### config.mk
export PLATFORM = sky130hd
export DESIGN_NAME = vga_sync_gen
export DESIGN_NICKNAME = d
export VERILOG_FILES = /design/src/rtl/vga_sync_gen.sv
export SDC_FILE = /design/constraint.sdc
export NUM_CORES = 1
export LEC_CHECK = 0
export BUFFER_PORTS_ARGS = -buffer_cell sky130_fd_sc_hd__buf_4
export CAP_MARGIN = 30
export CORE_UTILIZATION = 54
export CTS_CLUSTER_SIZE = 40
export DETAILED_ROUTE_END_ITERATION = 7
export HOLD_SLACK_MARGIN = 0.05
export PLACE_DENSITY = 0.84
export SLEW_MARGIN = 20
export SYNTH_ARGS = -nofsm -noshare
export SYNTH_HDL_FRONTEND = slang
export SYNTH_SLANG_ARGS = --single-unit
### constraint.sdc
create_clock -name clk -period 4.2 [get_ports clk]
set_input_delay 0.63 -clock clk [delete_from_list [all_inputs] [get_ports clk]]
set_output_delay 0.63 -clock clk [all_outputs]
set_load 0.005 [all_outputs]
### src/rtl/vga_sync_gen.sv
// VGA timing decoder and pixel pipeline: turns pixel/line counter values into
// registered sync, blanking and RGB332 pixels fetched from a scaled framebuffer.
module vga_sync_gen #(
  parameter int H_VISIBLE   = 640,
  parameter int H_FRONT     = 16,
  parameter int H_SYNC      = 96,
  parameter int H_BACK      = 48,
  parameter int V_VISIBLE   = 480,
  parameter int V_FRONT     = 10,
  parameter int V_SYNC      = 2,
  parameter int V_BACK      = 33,
  parameter bit HSYNC_POL   = 1'b0,
  parameter bit VSYNC_POL   = 1'b0,
  parameter int SCALE_SHIFT = 2,
  parameter int ADDR_WIDTH  = 15
) (
  input  logic                  clk,
  input  logic                  reset,
  input  logic                  enable,
  input  logic [9:0]            pixel_counter,
  input  logic [9:0]            line_counter,
  input  logic [1:0]            sub_pixel_counter,
  output logic [ADDR_WIDTH-1:0] fb_addr,
  output logic                  fb_rd_en,
  input  logic [7:0]            fb_data,
  output logic                  vga_hsync,
  output logic                  vga_vsync,
  output logic [2:0]            vga_r,
  output logic [2:0]            vga_g,
  output logic [1:0]            vga_b,
  output logic                  frame_start,
  output logic                  in_vblank
);

  localparam int H_TOTAL = H_VISIBLE + H_FRONT + H_SYNC + H_BACK;
  localparam int V_TOTAL = V_VISIBLE + V_FRONT + V_SYNC + V_BACK;

  localparam logic [9:0] H_VIS_C      = 10'(H_VISIBLE);
  localparam logic [9:0] H_SYNC_BEG_C = 10'(H_VISIBLE + H_FRONT);
  localparam logic [9:0] H_SYNC_END_C = 10'(H_VISIBLE + H_FRONT + H_SYNC);
  localparam logic [9:0] H_TOTAL_C    = 10'(H_TOTAL);
  localparam logic [9:0] V_VIS_C      = 10'(V_VISIBLE);
  localparam logic [9:0] V_SYNC_BEG_C = 10'(V_VISIBLE + V_FRONT);
  localparam logic [9:0] V_SYNC_END_C = 10'(V_VISIBLE + V_FRONT + V_SYNC);
  localparam logic [9:0] V_TOTAL_C    = 10'(V_TOTAL);

  localparam logic [ADDR_WIDTH-1:0] FB_WIDTH_C = ADDR_WIDTH'(H_VISIBLE >> SCALE_SHIFT);

  // enable low is treated exactly like reset, so one clear covers both
  logic clear;
  assign clear = reset | ~enable;

  // ---------------------------------------------------------------------------
  // Counter decode (combinational, consumed only on stage-A clocks)
  // ---------------------------------------------------------------------------
  logic                  stage_a_fire;
  logic                  stage_c_fire;
  logic                  in_range;
  logic                  visible;
  logic                  hs_act;
  logic                  vs_act;
  logic [ADDR_WIDTH-1:0] row_a;
  logic [ADDR_WIDTH-1:0] col_a;
  logic [ADDR_WIDTH-1:0] addr_calc;

  // Low-order bits of a product/sum depend only on low-order operand bits,
  // so evaluating at address width equals the full-width result truncated.
  always_comb begin
    in_range  = (pixel_counter < H_TOTAL_C) && (line_counter < V_TOTAL_C);
    visible   = (pixel_counter < H_VIS_C) && (line_counter < V_VIS_C);
    hs_act    = in_range && (pixel_counter >= H_SYNC_BEG_C) && (pixel_counter < H_SYNC_END_C);
    vs_act    = in_range && (line_counter >= V_SYNC_BEG_C) && (line_counter < V_SYNC_END_C);
    row_a     = ADDR_WIDTH'(line_counter >> SCALE_SHIFT);
    col_a     = ADDR_WIDTH'(pixel_counter >> SCALE_SHIFT);
    addr_calc = row_a * FB_WIDTH_C + col_a;
  end

  // ---------------------------------------------------------------------------
  // Pipeline state
  // ---------------------------------------------------------------------------
  logic [ADDR_WIDTH-1:0] fb_addr_q, fb_addr_d;
  logic                  fb_rd_en_q, fb_rd_en_d;
  logic                  frame_start_q, frame_start_d;
  logic                  in_vblank_q, in_vblank_d;
  logic                  a_valid_q, a_valid_d;
  logic                  vis_a_q, vis_a_d;
  logic                  hs_a_q, hs_a_d;
  logic                  vs_a_q, vs_a_d;
  logic                  b_valid_q, b_valid_d;
  logic                  vis_b_q, vis_b_d;
  logic                  hs_b_q, hs_b_d;
  logic                  vs_b_q, vs_b_d;
  logic [7:0]            rgb_q, rgb_d;
  logic                  hsync_q, hsync_d;
  logic                  vsync_q, vsync_d;

  assign stage_a_fire = (sub_pixel_counter == 2'd0);
  // Read data lands one clk after the strobe, i.e. on the sub==2 clock
  assign stage_c_fire = (sub_pixel_counter == 2'd2) && b_valid_q;

  always_comb begin
    fb_addr_d     = fb_addr_q;
    fb_rd_en_d    = 1'b0;
    frame_start_d = 1'b0;
    in_vblank_d   = in_vblank_q;
    a_valid_d     = 1'b0;
    vis_a_d       = vis_a_q;
    hs_a_d        = hs_a_q;
    vs_a_d        = vs_a_q;
    b_valid_d     = a_valid_q;
    vis_b_d       = vis_b_q;
    hs_b_d        = hs_b_q;
    vs_b_d        = vs_b_q;
    rgb_d         = rgb_q;
    hsync_d       = hsync_q;
    vsync_d       = vsync_q;

    if (stage_a_fire) begin
      a_valid_d     = 1'b1;
      vis_a_d       = visible;
      hs_a_d        = hs_act;
      vs_a_d        = vs_act;
      fb_rd_en_d    = visible;
      frame_start_d = (pixel_counter == 10'd0) && (line_counter == 10'd0);
      in_vblank_d   = (line_counter >= V_VIS_C);
      if (visible) begin
        fb_addr_d = addr_calc;
      end
    end

    if (a_valid_q) begin
      vis_b_d = vis_a_q;
      hs_b_d  = hs_a_q;
      vs_b_d  = vs_a_q;
    end

    if (stage_c_fire) begin
      rgb_d   = vis_b_q ? fb_data : 8'h00;
      hsync_d = hs_b_q ? HSYNC_POL : ~HSYNC_POL;
      vsync_d = vs_b_q ? VSYNC_POL : ~VSYNC_POL;
    end
  end

  always_ff @(posedge clk) begin
    if (clear) begin
      fb_addr_q     <= '0;
      fb_rd_en_q    <= 1'b0;
      frame_start_q <= 1'b0;
      in_vblank_q   <= 1'b0;
      a_valid_q     <= 1'b0;
      vis_a_q       <= 1'b0;
      hs_a_q        <= 1'b0;
      vs_a_q        <= 1'b0;
      b_valid_q     <= 1'b0;
      vis_b_q       <= 1'b0;
      hs_b_q        <= 1'b0;
      vs_b_q        <= 1'b0;
      rgb_q         <= 8'h00;
      hsync_q       <= ~HSYNC_POL;
      vsync_q       <= ~VSYNC_POL;
    end else begin
      fb_addr_q     <= fb_addr_d;
      fb_rd_en_q    <= fb_rd_en_d;
      frame_start_q <= frame_start_d;
      in_vblank_q   <= in_vblank_d;
      a_valid_q     <= a_valid_d;
      vis_a_q       <= vis_a_d;
      hs_a_q        <= hs_a_d;
      vs_a_q        <= vs_a_d;
      b_valid_q     <= b_valid_d;
      vis_b_q       <= vis_b_d;
      hs_b_q        <= hs_b_d;
      vs_b_q        <= vs_b_d;
      rgb_q         <= rgb_d;
      hsync_q       <= hsync_d;
      vsync_q       <= vsync_d;
    end
  end

  assign fb_addr     = fb_addr_q;
  assign fb_rd_en    = fb_rd_en_q;
  assign frame_start = frame_start_q;
  assign in_vblank   = in_vblank_q;
  assign vga_r       = rgb_q[7:5];
  assign vga_g       = rgb_q[4:2];
  assign vga_b       = rgb_q[1:0];
  assign vga_hsync   = hsync_q;
  assign vga_vsync   = vsync_q;

endmodule

Word-level counts from Yosys, hierarchy flattened. Index checks and enable logic that the tools add are counted.

Add/sub/neg operators: 1. Multiply operators: 1. $lt $le $gt $ge: 9. Eq/ne operators: 1. Multiplexer cells: 4. Bitwise logic cells: 3. Reductions and logical operators: 13.

Operator list (number): $lt 10x10->1 const B (4); $ge 10x9->1 const B (2); $logic_not 10->1 (2); $lt 10x9->1 const B (2); $add 15x8->15 (1); $ge 10x10->1 const B (1); $mul 8x3->10 const B (1); $logic_and 1x1->1 (8); $mux 8 (1); $mux 1 (3); $eq 2x2->1 const B (1); $logic_not 2->1 (1); $not 1->1 (2); $reduce_and 2->1 (1); $reduce_or 2->1 (1); $or 1x1->1 (1).

Register bits: 36. Word-level logic and storage cells: 47.

Logic depth before layout (Yosys ltp). Gate-level depths: netlist of run 1.

Depth after elaboration: 4. Mapped depth: 8. Mapped depth without buffers: 8.

Worst setup path before layout of run 1. OpenSTA, ideal clock, no wires.

Kind: input -> register. Start: input line_counter[3]. End: register fb_addr_q[14], in the netlist fb_addr[14]. Arrival: 2.550 ns. Required time: 4.076 ns. Path slack: 1.527 ns. Cell stages on the path: 8. Path buffers: 0. Cells stage by stage: ha_1 ha_1 fa_1 a211oi_1 nor2_1 o311ai_0 and4_1 nor3_1.

Word-level cells in the longest chain between the ends: 3. Elaborated cells on any way between the ends: 5.

Ends and longest elaborated chain: start, declared (line 21) `input logic [9:0] line_counter,`; parallel branches: the longest is 3 deep, another holds $add 15x8->15; end signal, assigned (line 162) `fb_addr_q <= fb_addr_d;`; end, declared (line 81) `logic [ADDR_WIDTH-1:0] fb_addr_q, fb_addr_d;`.

Several ways; the timed one is not identified. A chain may end at the register's enable or synchronous reset.

Worst setup path in the final report of run 1. Same ends and word-level chain as after synthesis.

==> results of run 1 <==
==> worst reg2reg max path: stages, from the launching register on <==
cell and delay, ns:
dfxtp_1 0.34, nand3b_1 0.32, nand2_1 0.17, o211ai_1 0.10
==> cells by family after synthesis <==
family,count (synthesis)
buffers and inverters,14
DFF,36
AOI/OAI and AO/OA,55
and+or+nand+nor,100
adders and majority gates,17
xor gates and xnor gates,6
muxes,3
==> power breakdown <==
group          internal [uW]  leakage [uW]  total (uW)  switching (uW)
Clock                    125     0.0000422         242             117
Sequential               344      0.000290         346            1.78
Combinational           74.5      0.000703         165            90.8
Total                    543       0.00104         753             209
==> synthesized netlist by cell type (3+ instances only) <==
| library cell | n | area (um^2) |
|---|---|---|
| nor4_1 | 4 | 25.02 |
| clkbuf_1 | 8 | 30.03 |
| dfxtp_1 | 36 | 720.7 |
| xor2_1 | 3 | 26.28 |
| xnor2_1 | 3 | 26.28 |
| ha_1 | 15 | 187.7 |
| inv_1 | 5 | 18.77 |
| nor3b_1 | 3 | 22.52 |
| nand3_1 | 12 | 60.06 |
| nor2_1 | 20 | 75.07 |
| nor2b_1 | 4 | 25.02 |
| nand2_1 | 32 | 120.1 |
| nand4_1 | 3 | 18.77 |
| a21oi_1 | 23 | 115.1 |
| mux2i_1 | 3 | 30.03 |
| a211oi_1 | 7 | 52.55 |
| o21ai_0 | 7 | 35.03 |
| nor3_1 | 7 | 35.03 |
| o211ai_1 | 3 | 22.52 |
==> cell type report <==
class / instances / area [um^2] / share of cell area, %
multi-input combinational: 181 / 1166 / 46.69
inverter: 5 / 18.77 / 0.7515
clock inverter: 2 / 35.03 / 1.403
tap: 46 / 57.56 / 2.305
sequential: 36 / 720.7 / 28.86
timing repair buffer: 61 / 457.9 / 18.34
clock buffer: 6 / 41.29 / 1.653
==> layer usage <==
layer  routed length [um]  part of all wire (%)
met1                 1981                    42
met2                 2321                    49
met3                  324                   6.8
met4                  104                   2.2
met5                    0                     0
==> worst paths after layout <==
kind	startpoint	to	slack (ns)	cells after the start
worst max-delay path	line_counter[3]	fb_addr[14]$_SDFFE_PP0P_	1.57	9
worst min-delay path	rgb_q[7]$_SDFFE_PP0P_	rgb_q[7]$_SDFFE_PP0P_	0.46	2
worst max register to register	b_valid_q$_SDFF_PP0_	vga_hsync$_SDFFE_PP1P_	3.14	3
worst min register to register	rgb_q[7]$_SDFFE_PP0P_	rgb_q[7]$_SDFFE_PP0P_	0.46	2
==> metrics by stage <==
stage	utilization (%)	worst slack [ns]
2_1_floorplan	-	1.527
3_3_place_gp	71.43	1.287
3_5_place_dp	71.43	1.237
4_1_cts	73.68	1.592
5_1_grt	73.68	1.397
6_report	73.68	1.569
==> metrics, run 1 <==
DRC Markers=0; number of synthesized flops with an enable pin=0; CP dominant cell by count=ha_1; met1 Resource Use GR=31.75%; asr flop ratio synth=0%; Syn. warnings=0; Mapped Cells=231; PD cells=301.5 nW/um^2; # Max-Cap Violations=0; FP Rows=21; sum of buffers and inverters on the critical path=1; number of global-route vias before repair=1645; CTS tree=built; setup TNS=0 ns; routability cong.=0.9565; overall power=752.9 uW; part of the cycle the worst path needs=62.64%; H-tree Lvls=2; first-pass detailed-route iteration total=4; fin cells=337; Worst VDD drop=186.5 uV; antenna violations before repair=0; final setup violation count=0; DIE HEIGHT=61.93 um; multiplexer share of the synthesized area=1.548%; largest net degree at the start of global routing=32; Crit-path slowest cell=fa_1; drt wl/cell=14.04 um; P_leak=0.001036 uW; core area=3390 um^2; CTS Sinks=36; latest clock arrival within the worst-skew pair=0.35 ns; Tmin final=2.631 ns; most frequent cells in the layout=buf_4, dfxtp_1, nand2_1; Max clock buf depth=2; Synth Register Bits=36; Hold Vio Cnt, Final=0; XOR/XNOR share of the synthesized area=2.710%; outcome=complete, no violations; synthesis-to-layout area growth=28.77%; Area after DPL=2421 um^2; met2 GRT Util=44.55%; CTS resizes=0; Tot GR Track Use=26.30%; Rel. slew slack=52.28%; crit path cell chain=buf_4 -> ha_1 -> ha_1 -> fa_1 -> a211o_2 -> a21oi_1 -> nor4_1 -> a211oi_1 -> nor3_1; CP Data Required Time=4.45 ns; clock root cell=clkbuf_4; hold slack final=0.4556 ns; most common cell after layout, fill and taps aside=buf_4; Final Net Count=340; Synth Cell Area=1939 um^2; post-CTS setup buffers=0; Mean Syn Cell Area=8.395 um^2; Vias/cell=5.724; unrepaired setup endpoints after global routing=false; CTS Hold Bufs=0; Hold Path Class=reg2reg; Most used DFF post-synth=dfxtp_1; register area share after synthesis=37.16%; Placed Cells incl. Taps=329; share of layout cells above drive strength 1=25.43%; cts bufs inserted=5; crit path DAT=2.88 ns; Synth Area in Compound Gates=18.52%; crit path launch type=input pin; Reg clk slew, reported paths=0.11 ns; die footprint=3835 um^2; largest family of logic cells by synthesized area=simple AND/OR/NAND/NOR gates; crit end category=register; Syn Nets=281; Final Cell Area=2497 um^2; Antenna diodes=0; worst-path maximum fanout=6; Starting Density=57.22%; total grt overflow=0; first-pass GRT wire length=7279 um; Filler Cell Count=272; Vias=1929; fmax=380.1 MHz; Simple-Gate Fraction of Synth Area=25.61%; port bufs=60; worst slew pin tran=0.7158 ns; kind of critical path=in2reg; Die X=61.93 um; max FFs per register=15; WL final=4732 um; Clock Skews=0.009331 ns; Top Ports=61; Detail Route Antenna Nets=0; Largest delay share family, worst path=adder cells; DR iter-0 viols=91; met3 Use GR=7.039%; post-synthesis cell type count=46; Most Crowded Layer GR=met2; Synth Area in Adders=11.74%; dpl hpwl=3541 um; Slew Limit Fails=0; crit-path max cell delay=0.44 ns
Note: power is estimated with default switching activity, not from simulation.
==> run 2, diff against run 1 <==
--- a/config.mk
+++ b/config.mk
@@ -7,11 +7,11 @@
 export LEC_CHECK = 0
 export BUFFER_PORTS_ARGS = -buffer_cell sky130_fd_sc_hd__buf_4
 export CAP_MARGIN = 30
-export CORE_UTILIZATION = 54
+export CORE_UTILIZATION = 51
 export CTS_CLUSTER_SIZE = 40
 export DETAILED_ROUTE_END_ITERATION = 7
 export HOLD_SLACK_MARGIN = 0.05
-export PLACE_DENSITY = 0.84
+export PLACE_DENSITY = 0.8
 export SLEW_MARGIN = 20
 export SYNTH_ARGS = -nofsm -noshare
 export SYNTH_HDL_FRONTEND = slang
==> constraint.sdc (replaced) <==
create_clock -name clk -period 2.44 [get_ports clk]
set_input_delay 0.366 -clock clk [delete_from_list [all_inputs] [get_ports clk]]
set_output_delay 0.366 -clock clk [all_outputs]
set_load 0.005 [all_outputs]
==> run 2 against run 1 <==
Effect of this change: clock skew is 0.0043 ns lower; largest cell class unchanged; combinational power is 95% higher; cell count is 5.6% higher; critical path depth stayed put; via count is 1.1% higher; non-clock buffer count is 17 higher; register-to-register slack worse by 1.8 ns; highest routed layer unchanged; utilization is 1.6 points lower.
==> metrics, run 2 (synthesis results as in run 1) <==
dpl hpwl=3722 um (+5.1%); switching share of power=28.62% (+0.80 points); P_leak=0.001123 uW (+8.5%); DR iter-0 viols=124 (+36%); worst setup margin=0.1329 ns (-1.436 ns); total grt overflow=0 (unchanged); share of layout cells above drive strength 1=29.87% (+4.4 points); NetSw=381.8 uW (+82%); Antenna diodes=0 (unchanged); Area after DPL=2551 um^2 (+5.4%); first-pass GRT wire length=8093 um (+11%); latest clock arrival within the worst-skew pair=0.29 ns (-0.06 ns); CTS Hold Bufs=0 (unchanged); Final Net Count=357 (+5.0%); Reg clk slew, reported paths=0.08 ns (-0.03 ns); Die X=63.67 um (+2.8%); CP dominant cell by count=ha_1; PD cells=505.7 nW/um^2 (+68%); Detail Route Antenna Nets=0 (unchanged); clock root cell=clkbuf_8; max FFs per register=15 (unchanged); Vias/cell=5.478 (-4.3%); crit path cell chain=buf_4 -> ha_1 -> ha_1 -> fa_1 -> a211oi_1 -> o22ai_1 -> nor4_1 -> and4_1 -> nor3_1; H-tree Lvls=2 (unchanged); Vias=1950 (+1.1%); Crit-path slowest cell=fa_1; crit path launch type=input pin; crit end category=register; fmax=433.4 MHz; Worst VDD drop=414.8 uV (+120%); Hold Vio Cnt, Final=0 (unchanged); Final Cell Area=2639 um^2 (+5.7%); Rel. slew slack=65.28% (+13 points); post-CTS setup buffers=0 (unchanged); part of the cycle the worst path needs=94.55%; cts bufs inserted=5 (unchanged); kind of critical path=in2reg; Max clock buf depth=2 (unchanged); sum of buffers and inverters on the critical path=1 (unchanged); Logic pwr share=24.1% (+2.1 points); number of global-route vias before repair=1803 (+9.6%); Hold Path Class=in2reg; most frequent cells in the layout=buf_4, dfxtp_1, nand2_1; outcome=complete, no violations; WL final=4761 um (+0.61%); most common cell after layout, fill and taps aside=buf_4; first-pass detailed-route iteration total=4 (unchanged); DRC Markers=0 (unchanged); core area=3661 um^2 (+8.0%); DIE HEIGHT=63.67 um (+2.8%); port bufs=60 (unchanged); unrepaired setup endpoints after global routing=true; FP Rows=22 (+4.8%); routability cong.=0.9277 (-3.0%); crit path DAT=2.47 ns (-0.41 ns); # Max-Cap Violations=0 (unchanged); worst slew pin tran=0.5209 ns (-0.1949 ns); dpl ws=-0.2265 ns (-1.463 ns); Tot GR Track Use=25.50% (-0.81 points); Clock Skews=0.005073 ns (-0.004258 ns); final setup violation count=0 (unchanged); Starting Density=52.97% (-4.2 points); Largest delay share family, worst path=adder cells; Tmin final=2.307 ns; Clock Power Share=31.3% (-0.8 points); synthesis-to-layout area growth=36.06%; Top Ports=61 (unchanged); Slew Limit Fails=0 (unchanged); Filler Cell Count=304 (+12%); Int Power=952.5 uW (+75%); worst-path maximum fanout=3 (-3); largest net degree at the start of global routing=21 (-34%); CTS Sinks=36 (unchanged); crit-path max cell delay=0.43 ns (about the same); antenna violations before repair=0 (unchanged); drt wl/cell=13.37 um (-4.8%); Seq pwr share=44.6% (-1.4 points); die footprint=4053 um^2 (+5.7%); CP Data Required Time=2.61 ns (-1.84 ns); CTS tree=built
-- run 2: changes by cell type in the layout (fill, tap and decap cells not counted), sizes merged --
| cell | previous run | this run |
|---|---|---|
| buf | 61 | 78 |
| bufinv | 1 | 0 |
| clkbuf | 6 | 5 |
| clkinv | 1 | 3 |
-- run 2: worst min-delay path, cell delays in order --
cell	delay [ns]
buf_4	0.08
nor3_1	0.03
nand3_1	0.05
nor2_1	0.03
-- run 2: layout make-up --
type / instances / area (um^2) / area share, %
tap: 48 / 60.06 / 2.276
timing repair buffer: 78 / 585.6 / 22.19
clock inverter: 3 / 18.77 / 0.7112
inverter: 5 / 18.77 / 0.7112
clock buffer: 5 / 68.82 / 2.608
multi-input combinational: 181 / 1166 / 44.19
sequential: 36 / 720.7 / 27.31
-- run 2: power by group through the flow --
stage,clock network (uW),logic [uW],registers (uW)
after floorplan,0,176,609
after global placement,0,312,609
after detailed placement,0,318,609
after CTS,430,320,595
after global routing,455,356,596
final,417,322,595
-- run 2: final timing paths --
check,start,slack (ns),cells past startpoint,endpoint
max,line_counter[3],0.13,9,fb_addr[14]$_SDFFE_PP0P_
min,pixel_counter[0],0.32,4,frame_start$_SDFF_PP0_
max reg2reg,b_valid_q$_SDFF_PP0_,1.36,3,vga_hsync$_SDFFE_PP1P_
min reg2reg,rgb_q[5]$_SDFFE_PP0P_,0.45,2,rgb_q[5]$_SDFFE_PP0P_
-- run 2: metrics by stage --
step	hold slack, ns	TNS, ns	utilization (%)	cells	total power, uW
2_1_floorplan	0.4315	0	-	231	784.9
3_3_place_gp	0.4391	-0.4261	69.69	348	921.0
3_5_place_dp	0.4435	-0.5524	69.69	348	926.8
4_1_cts	0.3167	0	72.08	356	1345
5_1_grt	0.3274	-0.02067	72.08	356	1407
6_report	0.3188	0	72.08	356	1334
-- run 2: repair_timing --
| item | 4_1_cts | 5_1_grt |
|---|---|---|
| endpoints found under the setup margin | 0 | 1 |
| endpoints found under the hold margin | 0 | 0 |
| gates resized for setup | 0 | 1 |
-- run 2: routing by layer --
metal	vias up	global-route usage (%)	wire length, um
met5	-	0	0
met2	60	42.42	2279
met1	892	32.29	2137
met4	0	8.239	56
li1	991	-	-
met3	7	5.797	289
==> run 3, diff against run 2 <==
--- a/config.mk
+++ b/config.mk
@@ -11,7 +11,8 @@
 export CTS_CLUSTER_SIZE = 40
 export DETAILED_ROUTE_END_ITERATION = 7
 export HOLD_SLACK_MARGIN = 0.05
-export PLACE_DENSITY = 0.8
+export PLACE_DENSITY = 0.9
+export SETUP_SLACK_MARGIN = 0.2
 export SLEW_MARGIN = 20
 export SYNTH_ARGS = -nofsm -noshare
 export SYNTH_HDL_FRONTEND = slang
==> run 3 against run 2 <==
Effect of this change: flip-flop and latch count is the same; fmax grew 3.7%; clock skew grew 0.0022 ns; critical path depth is the same; clock-buffer cell count is the same; utilization grew 0.55 points; power grew 1.9%; critical path type unchanged; largest cell class unchanged.
==> metrics, run 3 (synthesis results as in run 1) <==
dpl hpwl=3683 um (-1.0%); latest clock arrival within the worst-skew pair=0.29 ns (about the same); most frequent cells in the layout=buf_4, dfxtp_1, nand2_1; r2r worst-path depth=3 (unchanged); H-tree Lvls=2 (unchanged); Hold Vio Cnt, Final=0 (unchanged); post-CTS setup buffers=0 (unchanged); Hold Crit Depth=3 (-1); DR iter-0 viols=115 (-7.3%); clock root cell=clkbuf_8; Vias/cell=5.707 (+4.2%); crit path DAT=2.41 ns (-0.06 ns); worst-path maximum fanout=4 (+1); Max clock buf depth=2 (unchanged); drt wl/cell=14.55 um (+8.8%); fmax=449.6 MHz (+3.7%); Placed Cells incl. Taps=337 (-3.2%); outcome=complete, no violations; crit path launch type=input pin; DIE HEIGHT=63.67 um (unchanged); final setup violation count=0 (unchanged); dpl ws=-0.04899 ns (+0.1775 ns); FP Rows=22 (unchanged); Largest delay share family, worst path=adder cells; CP Data Required Time=2.63 ns (+0.02 ns); routability cong.=0.8966 (-3.4%); Starting Density=52.97% (unchanged); Vias=1969 (+0.97%); fin cells=345 (-3.1%); largest net degree at the start of global routing=31 (+48%); hold slack final=0.3236 ns (+0.004819 ns); unrepaired setup endpoints after global routing=false; core area=3661 um^2 (unchanged); cts bufs inserted=5 (unchanged); number of global-route vias before repair=1790 (-0.72%); Top Ports=61 (unchanged); share of layout cells above drive strength 1=31.31% (+1.4 points); max FFs per register=15 (unchanged); PD cells=511.6 nW/um^2 (+1.2%); synthesis-to-layout area growth=37.10%; Antenna diodes=0 (unchanged); Reg clk slew, reported paths=0.08 ns (about the same); port bufs=60 (unchanged); most common cell after layout, fill and taps aside=buf_4; crit-path max cell delay=0.44 ns (about the same); Hold Path Class=in2reg; P_leak=0.001084 uW (-3.5%); total grt overflow=0 (unchanged); antenna violations before repair=0 (unchanged); Detail Route Antenna Nets=0 (unchanged); Slew Limit Fails=0 (unchanged); first-pass detailed-route iteration total=4 (unchanged); Rel. slew slack=62.56% (-2.7 points); Tmin final=2.224 ns (-0.08295 ns); worst setup margin=0.2159 ns (+0.08295 ns); part of the cycle the worst path needs=91.15% (-3.4 points); # Max-Cap Violations=0 (unchanged); sum of buffers and inverters on the critical path=1 (unchanged); worst slew pin tran=0.5601 ns (+0.03923 ns); die footprint=4053 um^2 (unchanged); crit path cell chain=buf_4 -> ha_1 -> ha_4 -> fa_2 -> a211oi_2 -> nor2_1 -> o311ai_2 -> and4_1 -> nor3_2; Clock Skews=0.007302 ns (+0.002229 ns); first-pass GRT wire length=7914 um (-2.2%); Tot GR Track Use=25.09% (-0.41 points); crit end category=register; WL final=5019 um (+5.4%); kind of critical path=in2reg; Worst VDD drop=320.9 uV (-23%); setup TNS=0 ns (unchanged); DRC Markers=0 (unchanged); Crit-path slowest cell=fa_2; CTS tree=built; Levels on crit path=9 (unchanged); CTS Sinks=36 (unchanged); Final Net Count=346 (-3.1%); Die X=63.67 um (unchanged)
run 3: power by group:
| part | leakage, uW | internal (uW) | switching (uW) |
|---|---|---|---|
| sequential | 0.000290 | 592 | 3.32 |
| combinational | 0.000746 | 161 | 183 |
| clock | 0.0000479 | 199 | 222 |
run 3: final timing paths:
kind / startpoint / endpoint / slack (ns)
hold reg to reg: rgb_q[3]$_SDFFE_PP0P_ / rgb_q[3]$_SDFFE_PP0P_ / 0.45
setup reg to reg: b_valid_q$_SDFF_PP0_ / vga_vsync$_SDFFE_PP1P_ / 1.38
hold / removal: pixel_counter[3] / fb_addr[1]$_SDFFE_PP0P_ / 0.32
setup / recovery: line_counter[2] / fb_addr[14]$_SDFFE_PP0P_ / 0.22
run 3: layout make-up:
class | instances | area [um^2]
clock buffer | 5 | 68.82
clock inverter | 3 | 18.77
fill | 275 | 1002
inverter | 5 | 18.77
multi-input combinational | 181 | 1269
sequential | 36 | 720.7
tap | 48 | 60.06
timing repair buffer | 67 | 503.0
run 3: metal layers:
| metal | vias up | GRT usage [%] | share of wire [%] |
|---|---|---|---|
| met1 | 923 | 29.48 | 44 |
| met2 | 68 | 43.22 | 49 |
| met4 | 0 | 10.23 | 2.0 |
| li1 | 968 | - | - |
| met3 | 10 | 5.978 | 4.5 |
| met5 | - | 0 | 0 |
run 3: worst register-to-register path, delay by kind of cell, from the launching register on:
kind | cells | cell delay [ns]
and+or+nand+nor | 2 | 0.50
AOI/OAI and AO/OA | 1 | 0.10
DFF | 1 | 0.32
run 3: timing repair:
action / in CTS / in global routing
hold buffers: 0 / 0
gates resized for setup: 0 / 9
setup endpoints to repair: 0 / 2
run 3: metrics by stage:
step	util, %	total power (uW)	cell area, um^2
6_report	72.62	1360	2659
3_5_place_dp	68.32	917.5	2501
2_1_floorplan	-	797.9	1972
3_3_place_gp	68.32	910.2	2501
5_1_grt	72.62	1420	2659
4_1_cts	70.71	1329	2589
